[config.mk]
export PLATFORM = sky130hd
export DESIGN_NAME = spk_out_mcast_flat
export DESIGN_NICKNAME = d
export VERILOG_FILES = /design/src/rtl/spk_out_mcast_pkg.sv /design/src/rtl/spk_out_mcast_if.sv /design/src/rtl/spk_out_mcast_credit_cnt.sv /design/src/rtl/spk_out_mcast.sv /design/src/flat_wrapper.sv
export SDC_FILE = /design/constraint.sdc
export NUM_CORES = 1
export LEC_CHECK = 0
export ABC_CLOCK_PERIOD_IN_PS = 8230
export CORE_MARGIN = 2
export CORE_UTILIZATION = 42
export CTS_CLUSTER_DIAMETER = 40
export DETAILED_ROUTE_END_ITERATION = 10
export PLACE_DENSITY_LB_ADDON = 0.12
export SYNTH_ARGS = -nofsm -noshare
export SYNTH_HDL_FRONTEND = slang
export SYNTH_HIERARCHICAL = 1
export SYNTH_SLANG_ARGS = --single-unit
[constraint.sdc]
create_clock -name clk -period 8.23 [get_ports clk]
set_input_delay 1.2345 -clock clk [delete_from_list [all_inputs] [get_ports clk]]
set_output_delay 1.2345 -clock clk [all_outputs]
set_load 0.01 [all_outputs]
[src/rtl/spk_out_mcast_pkg.sv]
// spk_out_mcast_pkg: flit widths, flit type codes and FSM encoding for the spike output stage
package spk_out_mcast_pkg;
  localparam int FW = 59, FTW = 3, SW = 24, DST_WIDTH = 21, DST_DEPTH = 4, HEAD_AW = 3;
  localparam int FIFO_AW = 4, CREDIT_W = 4, CNT_W = 16;
  // dst field sits directly below the type so the outgoing flit is always exactly FW wide
  localparam int R_FLG = FW - FTW - DST_WIDTH;
  localparam logic [FTW-1:0] SPIKE = 3'd0, DATA = 3'd1, DATA_END = 3'd2, WRITE = 3'd3, READ = 3'd7;
  typedef enum logic [1:0] {IDLE, HEAD, WAIT, SEND} state_e;
  function automatic logic [FTW-1:0] flit_type(input logic [FW-1:0] f);
    return f[FW-1 -: FTW];
  endfunction
endpackage

[src/rtl/spk_out_mcast_if.sv]
// spk_out_mcast_if: soma/config flit ingress and router flit/credit egress
interface spk_out_mcast_if;
  import spk_out_mcast_pkg::*;
  logic credit_in, flit_out_wr, soma_spk_out_fire, cfg_flit_we, cfg_flit_ready;
  logic [FW-1:0] flit_out, cfg_flit_wdata;
  logic [SW-1:0] soma_spk_out_neuid;
  modport master(input credit_in, soma_spk_out_fire, soma_spk_out_neuid, cfg_flit_we, cfg_flit_wdata,
                 output flit_out_wr, flit_out, cfg_flit_ready);
  modport slave(output credit_in, soma_spk_out_fire, soma_spk_out_neuid, cfg_flit_we, cfg_flit_wdata,
                input flit_out_wr, flit_out, cfg_flit_ready);
endinterface

[src/rtl/spk_out_mcast_credit_cnt.sv]
// spk_out_mcast_credit_cnt: router credit counter, +1 per returned credit, -1 per sent flit
module spk_out_mcast_credit_cnt #(
  parameter int W = 4,
  parameter int INIT = 15
) (
  input  logic clk,
  input  logic rst_n,
  input  logic inc_i,
  input  logic dec_i,
  output logic avail_o
);
  logic [W-1:0] cnt_q, cnt_d;
  always_comb cnt_d = (inc_i && !dec_i && cnt_q != '1) ? cnt_q + 1'b1 :
                      (dec_i && !inc_i && cnt_q != '0) ? cnt_q - 1'b1 : cnt_q;
  always_ff @(posedge clk or negedge rst_n)
    if (!rst_n) cnt_q <= W'(INIT);
    else cnt_q <= cnt_d;
  assign avail_o = cnt_q != '0;
endmodule

[src/rtl/spk_out_mcast.sv]
// spk_out_mcast: spike/config flit FIFO, multicast chain expansion via head+dst tables, credit-gated router output
module spk_out_mcast import spk_out_mcast_pkg::*; #(
  parameter int CREDIT_INIT = 15
) (
  input  logic                 clk,
  input  logic                 rst_n,
  spk_out_mcast_if.master      bus_io,
  input  logic                 cfg_head_we_i,
  input  logic [HEAD_AW-1:0]   cfg_head_waddr_i,
  input  logic [DST_DEPTH:0]   cfg_head_wdata_i,
  input  logic                 cfg_dst_we_i,
  input  logic [DST_DEPTH-1:0] cfg_dst_waddr_i,
  input  logic [DST_WIDTH-1:0] cfg_dst_wdata_i,
  input  logic                 cfg_dst_re_i,
  input  logic [DST_DEPTH-1:0] cfg_dst_raddr_i,
  output logic [DST_WIDTH-1:0] cfg_dst_rdata_o,
  output logic                 cfg_dst_rvalid_o,
  output logic [CNT_W-1:0]     spk_drop_cnt_o,
  output logic                 busy_o
);
  localparam int FD = 1 << FIFO_AW;
  logic [FW-1:0] fifo_mem [FD];
  logic [FW-1:0] dout_q, push_data, flit_q, flit_d, fout_q, fout_d;
  logic [FIFO_AW-1:0] wptr_q, rptr_q;
  logic [FIFO_AW:0] cnt_q;
  logic af, empty, push, pop, spk_drop, hd_drop, hd_v, is_read, last, fwr, credit_ok;
  logic [(1<<HEAD_AW)-1:0] head_v_q;
  logic [DST_DEPTH-1:0] head_a_q [1<<HEAD_AW];
  logic [DST_WIDTH-1:0] dst_mem [1<<DST_DEPTH];
  logic [DST_WIDTH-1:0] rdata_q;
  logic [DST_DEPTH-1:0] addr_q, addr_d, fsm_raddr, ram_raddr;
  logic fsm_re, cfg_re, ram_re, rvalid_q;
  logic [CNT_W-1:0] drop_q;
  logic [CNT_W:0] drop_sum;
  logic [FTW-1:0] in_type;
  state_e st_q, st_d;

  // spikes win the push port; a spike arriving at almost_full is counted, not queued
  assign af = cnt_q >= (FIFO_AW+1)'(FD - 1);
  assign empty = cnt_q == '0;
  assign bus_io.cfg_flit_ready = !bus_io.soma_spk_out_fire && !af;
  assign push = bus_io.soma_spk_out_fire ? !af : bus_io.cfg_flit_we && !af;
  assign spk_drop = bus_io.soma_spk_out_fire && af;
  assign push_data = bus_io.soma_spk_out_fire ? {SPIKE, {(FW-FTW-SW){1'b0}}, bus_io.soma_spk_out_neuid}
                                              : bus_io.cfg_flit_wdata;

  assign in_type = flit_type(dout_q);
  assign hd_v = head_v_q[dout_q[HEAD_AW-1:0]];
  assign hd_drop = st_q == HEAD && in_type == SPIKE && !hd_v;
  assign is_read = flit_type(flit_q) == READ;
  // the chain ends at the last table entry rather than wrapping to 0
  assign last = is_read || !rdata_q[0] || addr_q == '1;

  assign cfg_re = cfg_dst_re_i && st_q == IDLE && !pop;
  assign ram_re = fsm_re || cfg_re;
  assign ram_raddr = fsm_re ? fsm_raddr : cfg_dst_raddr_i;

  always_ff @(posedge clk or negedge rst_n)
    if (!rst_n) st_q <= IDLE;
    else st_q <= st_d;

  always_comb begin
    st_d = st_q;
    case (st_q)
      IDLE:    st_d = empty ? IDLE : HEAD;
      HEAD:    st_d = hd_drop ? IDLE : WAIT;
      WAIT:    st_d = credit_ok ? SEND : WAIT;
      default: st_d = last ? IDLE : WAIT;
    endcase
  end

  always_comb begin
    pop = st_q == IDLE && !empty;
    fwr = st_q == SEND;
    fsm_re = (st_q == HEAD && in_type != READ && !hd_drop) || (fwr && !last);
    fsm_raddr = fwr ? addr_q + 1'b1 : in_type == SPIKE ? head_a_q[dout_q[HEAD_AW-1:0]] : '0;
    addr_d = fsm_re ? fsm_raddr : addr_q;
    flit_d = st_q == HEAD ? dout_q : flit_q;
    fout_d = (st_q == WAIT && credit_ok) ?
             (is_read ? flit_q : {flit_q[FW-1 -: FTW], rdata_q, flit_q[R_FLG-1:0]}) : fout_q;
  end

  assign drop_sum = {1'b0, drop_q} + (CNT_W+1)'(spk_drop) + (CNT_W+1)'(hd_drop);

  always_ff @(posedge clk or negedge rst_n)
    if (!rst_n) begin
      wptr_q <= '0;
      rptr_q <= '0;
      cnt_q <= '0;
      flit_q <= '0;
      addr_q <= '0;
      fout_q <= '0;
      drop_q <= '0;
      rvalid_q <= 1'b0;
      head_v_q <= '0;
    end else begin
      wptr_q <= wptr_q + FIFO_AW'(push);
      rptr_q <= rptr_q + FIFO_AW'(pop);
      cnt_q <= cnt_q + (FIFO_AW+1)'(push) - (FIFO_AW+1)'(pop);
      flit_q <= flit_d;
      addr_q <= addr_d;
      fout_q <= fout_d;
      drop_q <= drop_sum[CNT_W] ? '1 : drop_sum[CNT_W-1:0];
      rvalid_q <= cfg_re;
      if (cfg_head_we_i) head_v_q[cfg_head_waddr_i] <= cfg_head_wdata_i[DST_DEPTH];
    end

  always_ff @(posedge clk) begin
    if (push) fifo_mem[wptr_q] <= push_data;
    if (pop) dout_q <= fifo_mem[rptr_q];
    if (cfg_head_we_i) head_a_q[cfg_head_waddr_i] <= cfg_head_wdata_i[DST_DEPTH-1:0];
    if (cfg_dst_we_i) dst_mem[cfg_dst_waddr_i] <= cfg_dst_wdata_i;
    if (ram_re) rdata_q <= dst_mem[ram_raddr];
  end

  spk_out_mcast_credit_cnt #(.W(CREDIT_W), .INIT(CREDIT_INIT)) u_credit (
    .clk(clk), .rst_n(rst_n), .inc_i(bus_io.credit_in), .dec_i(fwr), .avail_o(credit_ok)
  );

  assign bus_io.flit_out_wr = fwr;
  assign bus_io.flit_out = fout_q;
  assign cfg_dst_rdata_o = rdata_q;
  assign cfg_dst_rvalid_o = rvalid_q;
  assign spk_drop_cnt_o = drop_q;
  assign busy_o = st_q != IDLE || !empty;
endmodule

[src/flat_wrapper.sv]
// flat-port wrapper written by rule: the top's interface ports become plain ports
module spk_out_mcast_flat import spk_out_mcast_pkg::*;
#(
  parameter int CREDIT_INIT = 15
)
  (clk, rst_n, cfg_head_we_i, cfg_head_waddr_i, cfg_head_wdata_i, cfg_dst_we_i, cfg_dst_waddr_i, cfg_dst_wdata_i, cfg_dst_re_i, cfg_dst_raddr_i, cfg_dst_rdata_o, cfg_dst_rvalid_o, spk_drop_cnt_o, busy_o, bus_io_credit_in, bus_io_soma_spk_out_fire, bus_io_soma_spk_out_neuid, bus_io_cfg_flit_we, bus_io_cfg_flit_wdata, bus_io_flit_out_wr, bus_io_flit_out, bus_io_cfg_flit_ready);
  spk_out_mcast_if bus_io_i ();
  input  logic clk;
  input  logic rst_n;
  input  logic cfg_head_we_i;
  input  logic [HEAD_AW-1:0] cfg_head_waddr_i;
  input  logic [DST_DEPTH:0] cfg_head_wdata_i;
  input  logic cfg_dst_we_i;
  input  logic [DST_DEPTH-1:0] cfg_dst_waddr_i;
  input  logic [DST_WIDTH-1:0] cfg_dst_wdata_i;
  input  logic cfg_dst_re_i;
  input  logic [DST_DEPTH-1:0] cfg_dst_raddr_i;
  output logic [DST_WIDTH-1:0] cfg_dst_rdata_o;
  output logic cfg_dst_rvalid_o;
  output logic [CNT_W-1:0] spk_drop_cnt_o;
  output logic busy_o;
  input wire logic [$bits(bus_io_i.credit_in)-1:0] bus_io_credit_in;
  input wire logic [$bits(bus_io_i.soma_spk_out_fire)-1:0] bus_io_soma_spk_out_fire;
  input wire logic [$bits(bus_io_i.soma_spk_out_neuid)-1:0] bus_io_soma_spk_out_neuid;
  input wire logic [$bits(bus_io_i.cfg_flit_we)-1:0] bus_io_cfg_flit_we;
  input wire logic [$bits(bus_io_i.cfg_flit_wdata)-1:0] bus_io_cfg_flit_wdata;
  output wire logic [$bits(bus_io_i.flit_out_wr)-1:0] bus_io_flit_out_wr;
  output wire logic [$bits(bus_io_i.flit_out)-1:0] bus_io_flit_out;
  output wire logic [$bits(bus_io_i.cfg_flit_ready)-1:0] bus_io_cfg_flit_ready;
  assign bus_io_i.credit_in = bus_io_credit_in;
  assign bus_io_i.soma_spk_out_fire = bus_io_soma_spk_out_fire;
  assign bus_io_i.soma_spk_out_neuid = bus_io_soma_spk_out_neuid;
  assign bus_io_i.cfg_flit_we = bus_io_cfg_flit_we;
  assign bus_io_i.cfg_flit_wdata = bus_io_cfg_flit_wdata;
  assign bus_io_flit_out_wr = bus_io_i.flit_out_wr;
  assign bus_io_flit_out = bus_io_i.flit_out;
  assign bus_io_cfg_flit_ready = bus_io_i.cfg_flit_ready;
  spk_out_mcast #(.CREDIT_INIT(CREDIT_INIT)) u_core (.clk(clk), .rst_n(rst_n), .bus_io(bus_io_i), .cfg_head_we_i(cfg_head_we_i), .cfg_head_waddr_i(cfg_head_waddr_i), .cfg_head_wdata_i(cfg_head_wdata_i), .cfg_dst_we_i(cfg_dst_we_i), .cfg_dst_waddr_i(cfg_dst_waddr_i), .cfg_dst_wdata_i(cfg_dst_wdata_i), .cfg_dst_re_i(cfg_dst_re_i), .cfg_dst_raddr_i(cfg_dst_raddr_i), .cfg_dst_rdata_o(cfg_dst_rdata_o), .cfg_dst_rvalid_o(cfg_dst_rvalid_o), .spk_drop_cnt_o(spk_drop_cnt_o), .busy_o(busy_o));
endmodule
==> impl_metrics.tcl <==
set metrics [dict create \
    outcome "completed" \
    clock_path_buffers 3 \
    wl_per_cell_um 27.8 \
    coreArea_um2 145000 \
    vdd_drop_max_v 0.000245 \
    power_switching_w 0.00886 \
    final_core_util_pct 50.5 \
    syn_area_per_cell_um2 19.1 \
    synth_common_cells "edfxtp_1, nand2_1, mux4_2" \
    slowest_delay_ns 0.67 \
    port-buffer-count 227 \
    drt_wl_total_um 156000 \
    rows 140 \
    yosys_warnings 6 \
    synth_seq_cells 1558 \
    p_leak_nw 24.7 \
    crit_type "flop to output port" \
    cts_setup_buffers 0 \
    routabilityCongestion 0.812 \
    crit_required_ns 7.00 \
    fp.dieH_um 386 \
    grt_pass1_wl_um 228000 \
    cts_resized 0 \
    fin_crit_ns 4.76 \
    drtPass1Iterations 6 \
    final_nets 3654 \
    synth-async-reset-ratio_pct 10.7 \
    die_x_um 386 \
    grt_usage_pct 21.1 \
    rsz0062_at_grt "no" \
    initial_core_util_pct 42.2 \
    syn-instance-count 3204 \
    dieArea_um2 149000 \
    p_per_area_nw_per_um2 383 \
    power.share.clock_pct 33.6 \
    setup_violations 0 \
    crit_chain "inv_1 > ha_1 > nor4b_1 > buf_4 > nor3b_1 > inv_1 > clkdlybuf4s50_1" \
    cp_max_fo 4 \
    cts_tree "yes" \
    cellInternalPower_w 0.0192 \
    drc 0 \
    slew_headroom_pct 8.00 \
    synth_top_cell_by_area "edfxtp_1" \
    via_per_inst 5.66 \
    cpMostUsedCell "inv_1" \
    tns_ns 0 \
    post-route-period-util_pct 57.9 \
    grt_max_degree 151 \
    tightest_slew_ns 1.38 \
    synth_ff_type "edfxtp_1" \
    synth_top_area_share_pct 68.4 \
    hold_buffers 0 \
    ios 228 \
    synth_edf_count 1392 \
    slew_viol_final 0 \
    clk_pin_slew_worst_paths_ns 0.06 \
    syn_area_um2 61100 \
    place.detailed.hpwl_um 86300 \
    p_seq_share_pct 38.3 \
    synthToLayoutAreaGrowth_pct 19.8 \
    fin_skew_ns 0.0276 \
    cap_violations 0 \
    p_comb_share_pct 28.1 \
    cts_root_buf "clkbuf_16" \
    cts_made_buffers 210 \
    clock_sinks 1558 \
    synth.distinct_cells 65 \
    vias 31800 \
    antenna_found_initial 8 \
    synth.most_common_cell "edfxtp_1" \
    swShare_pct 31.6 \
    hold_path_class "input port to asynchronous set/reset pin" \
    first_global_vias 33100 \
    ant_nets 0 \
    slowest_stage "nor3b_1" \
    synth_area_leaders "edfxtp_1, mux4_2, dfrtp_1" \
    clk_latency_ns 0.82 \
    synth_seq_area_share_pct 75.2 \
    arrival_ns 3.53 \
    cts_htree_levels 4 \
    hold_viol 0 \
    drive_gt1_share_pct 24.2 \
    cp-start-kind "flop" \
    gr-total-overflow 0 \
    drtIter0Drc 2886 \
    syn-num-nets 3352 \
    worstSetupEndpointType "output port" \
    fmax_mhz 210 \
]
## worst paths after layout
path / from / end / slack, ns / cells past startpoint
max: u_core/cnt_q[2] / busy_o / 3.47 / 7
min: rst_n / u_core/bus_io.flit_out[32] / 0.40 / 1
max reg2reg: u_core/dout_q[1] / u_core/cfg_dst_rdata_o[2] / 3.58 / 9
min reg2reg: u_core/dout_q[3] / u_core/flit_q[3] / 0.43 / 2
max in group asynchronous: rst_n / u_core/rptr_q[2] / 6.41 / 2
min in group clk: u_core/dout_q[3] / u_core/flit_q[3] / 0.43 / 2
## layout make-up
cell class              count  area (um^2)
clock buffers             246         5520
repair buffers            293         2810
diodes                      4         10.0
well taps                1917         2400
flip-flops and latches   1558        46000
multi-input cells        1367        14400
fillers                 11700        71800
inverters                  76          285
clock inverters           154         1910
## worst max-delay path: cells and delay by family (launching register included)
| family | cells | cell delay, ns |
|---|---|---|
| simple gates | 2 | 1.21 |
| buf+inv | 4 | 0.94 |
| fa+ha+maj | 1 | 0.15 |
| flops | 1 | 0.42 |
## cells by family (layout without fill, tap and decap cells)
| group | after synthesis | after routing | synth area share [%] |
|---|---|---|---|
| buffers and inverters | 279 | 769 | 1.85 |
| DFF | 1558 | 1558 | 75.2 |
| AOI/OAI and AO/OA | 354 | 354 | 4.81 |
| other | 0 | 4 | 0 |
| adders and majority gates | 20 | 20 | 0.446 |
| xor gates and xnor gates | 20 | 20 | 0.286 |
| muxes | 440 | 440 | 13.5 |
| and+or+nand+nor | 533 | 533 | 3.92 |
## metal layers
layer / wire length (um) / global-route usage, % / vias up
met5: 34 / 0 / -
met4: 4200 / 6.76 / 6
met3: 8070 / 3.75 / 272
met2: 80400 / 36.5 / 955
met1: 63600 / 27.2 / 16900
li1: - / - / 13600
## state kept, by name, summed over array words and instances, names as in the netlist, 5 cells and up
register,flops
u_core/flit_q,59
u_core/fifo_mem,944
u_core/dout_q,59
u_core/bus_io.flit_out,59
u_core/cnt_q,5
u_core/head_v_q,8
u_core/dst_mem,336
u_core/cfg_dst_rdata_o,21
u_core/spk_drop_cnt_o,16
u_core/head_a_q,32
## cells in the final DEF (no fill, tap or decap), drive strengths merged, types with 4 or more instances in the layout
master / synthesis / routed
o211ai: 63 / 63
dfrtp: 162 / 162
inv: 76 / 108
nand2: 328 / 328
nand3b: 6 / 6
buf: 52 / 67
or3: 4 / 4
a21oi: 32 / 32
clkinvlp: 0 / 24
o21ai: 29 / 29
a31oi: 4 / 4
a311oi: 21 / 21
a21o: 5 / 5
dfstp: 4 / 4
xor2: 11 / 11
nor2: 45 / 45
ha: 17 / 17
nand3: 17 / 17
xnor2: 9 / 9
mux2i: 59 / 59
o221ai: 84 / 84
nor2b: 42 / 42
and3: 34 / 34
a32o: 16 / 16
a32oi: 43 / 43
clkdlybuf4s50: 0 / 225
nor3: 15 / 15
mux4: 300 / 300
nand2b: 16 / 16
bufinv: 0 / 30
clkinv: 0 / 68
edfxtp: 1392 / 1392
o2bb2ai: 6 / 6
clkbuf: 151 / 247
mux2: 81 / 81
a211oi: 15 / 15
o41ai: 21 / 21
and2: 18 / 18
diode: 0 / 4
## power groups by stage
| stage | clock network, W | logic [W] | registers [W] |
|---|---|---|---|
| CTS | 0.00959 | 0.00798 | 0.0108 |
| global route | 0.00992 | 0.00841 | 0.0109 |
| finish | 0.00941 | 0.00788 | 0.0108 |
| floorplan | 0 | 0.00540 | 0.0105 |
| global placement | 0 | 0.00782 | 0.0109 |
| detailed placement | 0 | 0.00795 | 0.0109 |
## metrics by stage
stage	hold WS, ns	setup WS [ns]	instance area (um^2)	std cells	total power [W]
final	0.398	3.47	73300	5615	0.0280
after global routing	0.384	3.30	73300	5611	0.0292
after CTS	0.353	3.38	73200	5611	0.0284
after detailed placement	0.427	3.45	65800	5211	0.0189
after global placement	0.431	3.47	65800	5211	0.0187
after floorplan	0.415	1.45	61100	3204	0.0159
(Power assumes the default switching activity.)
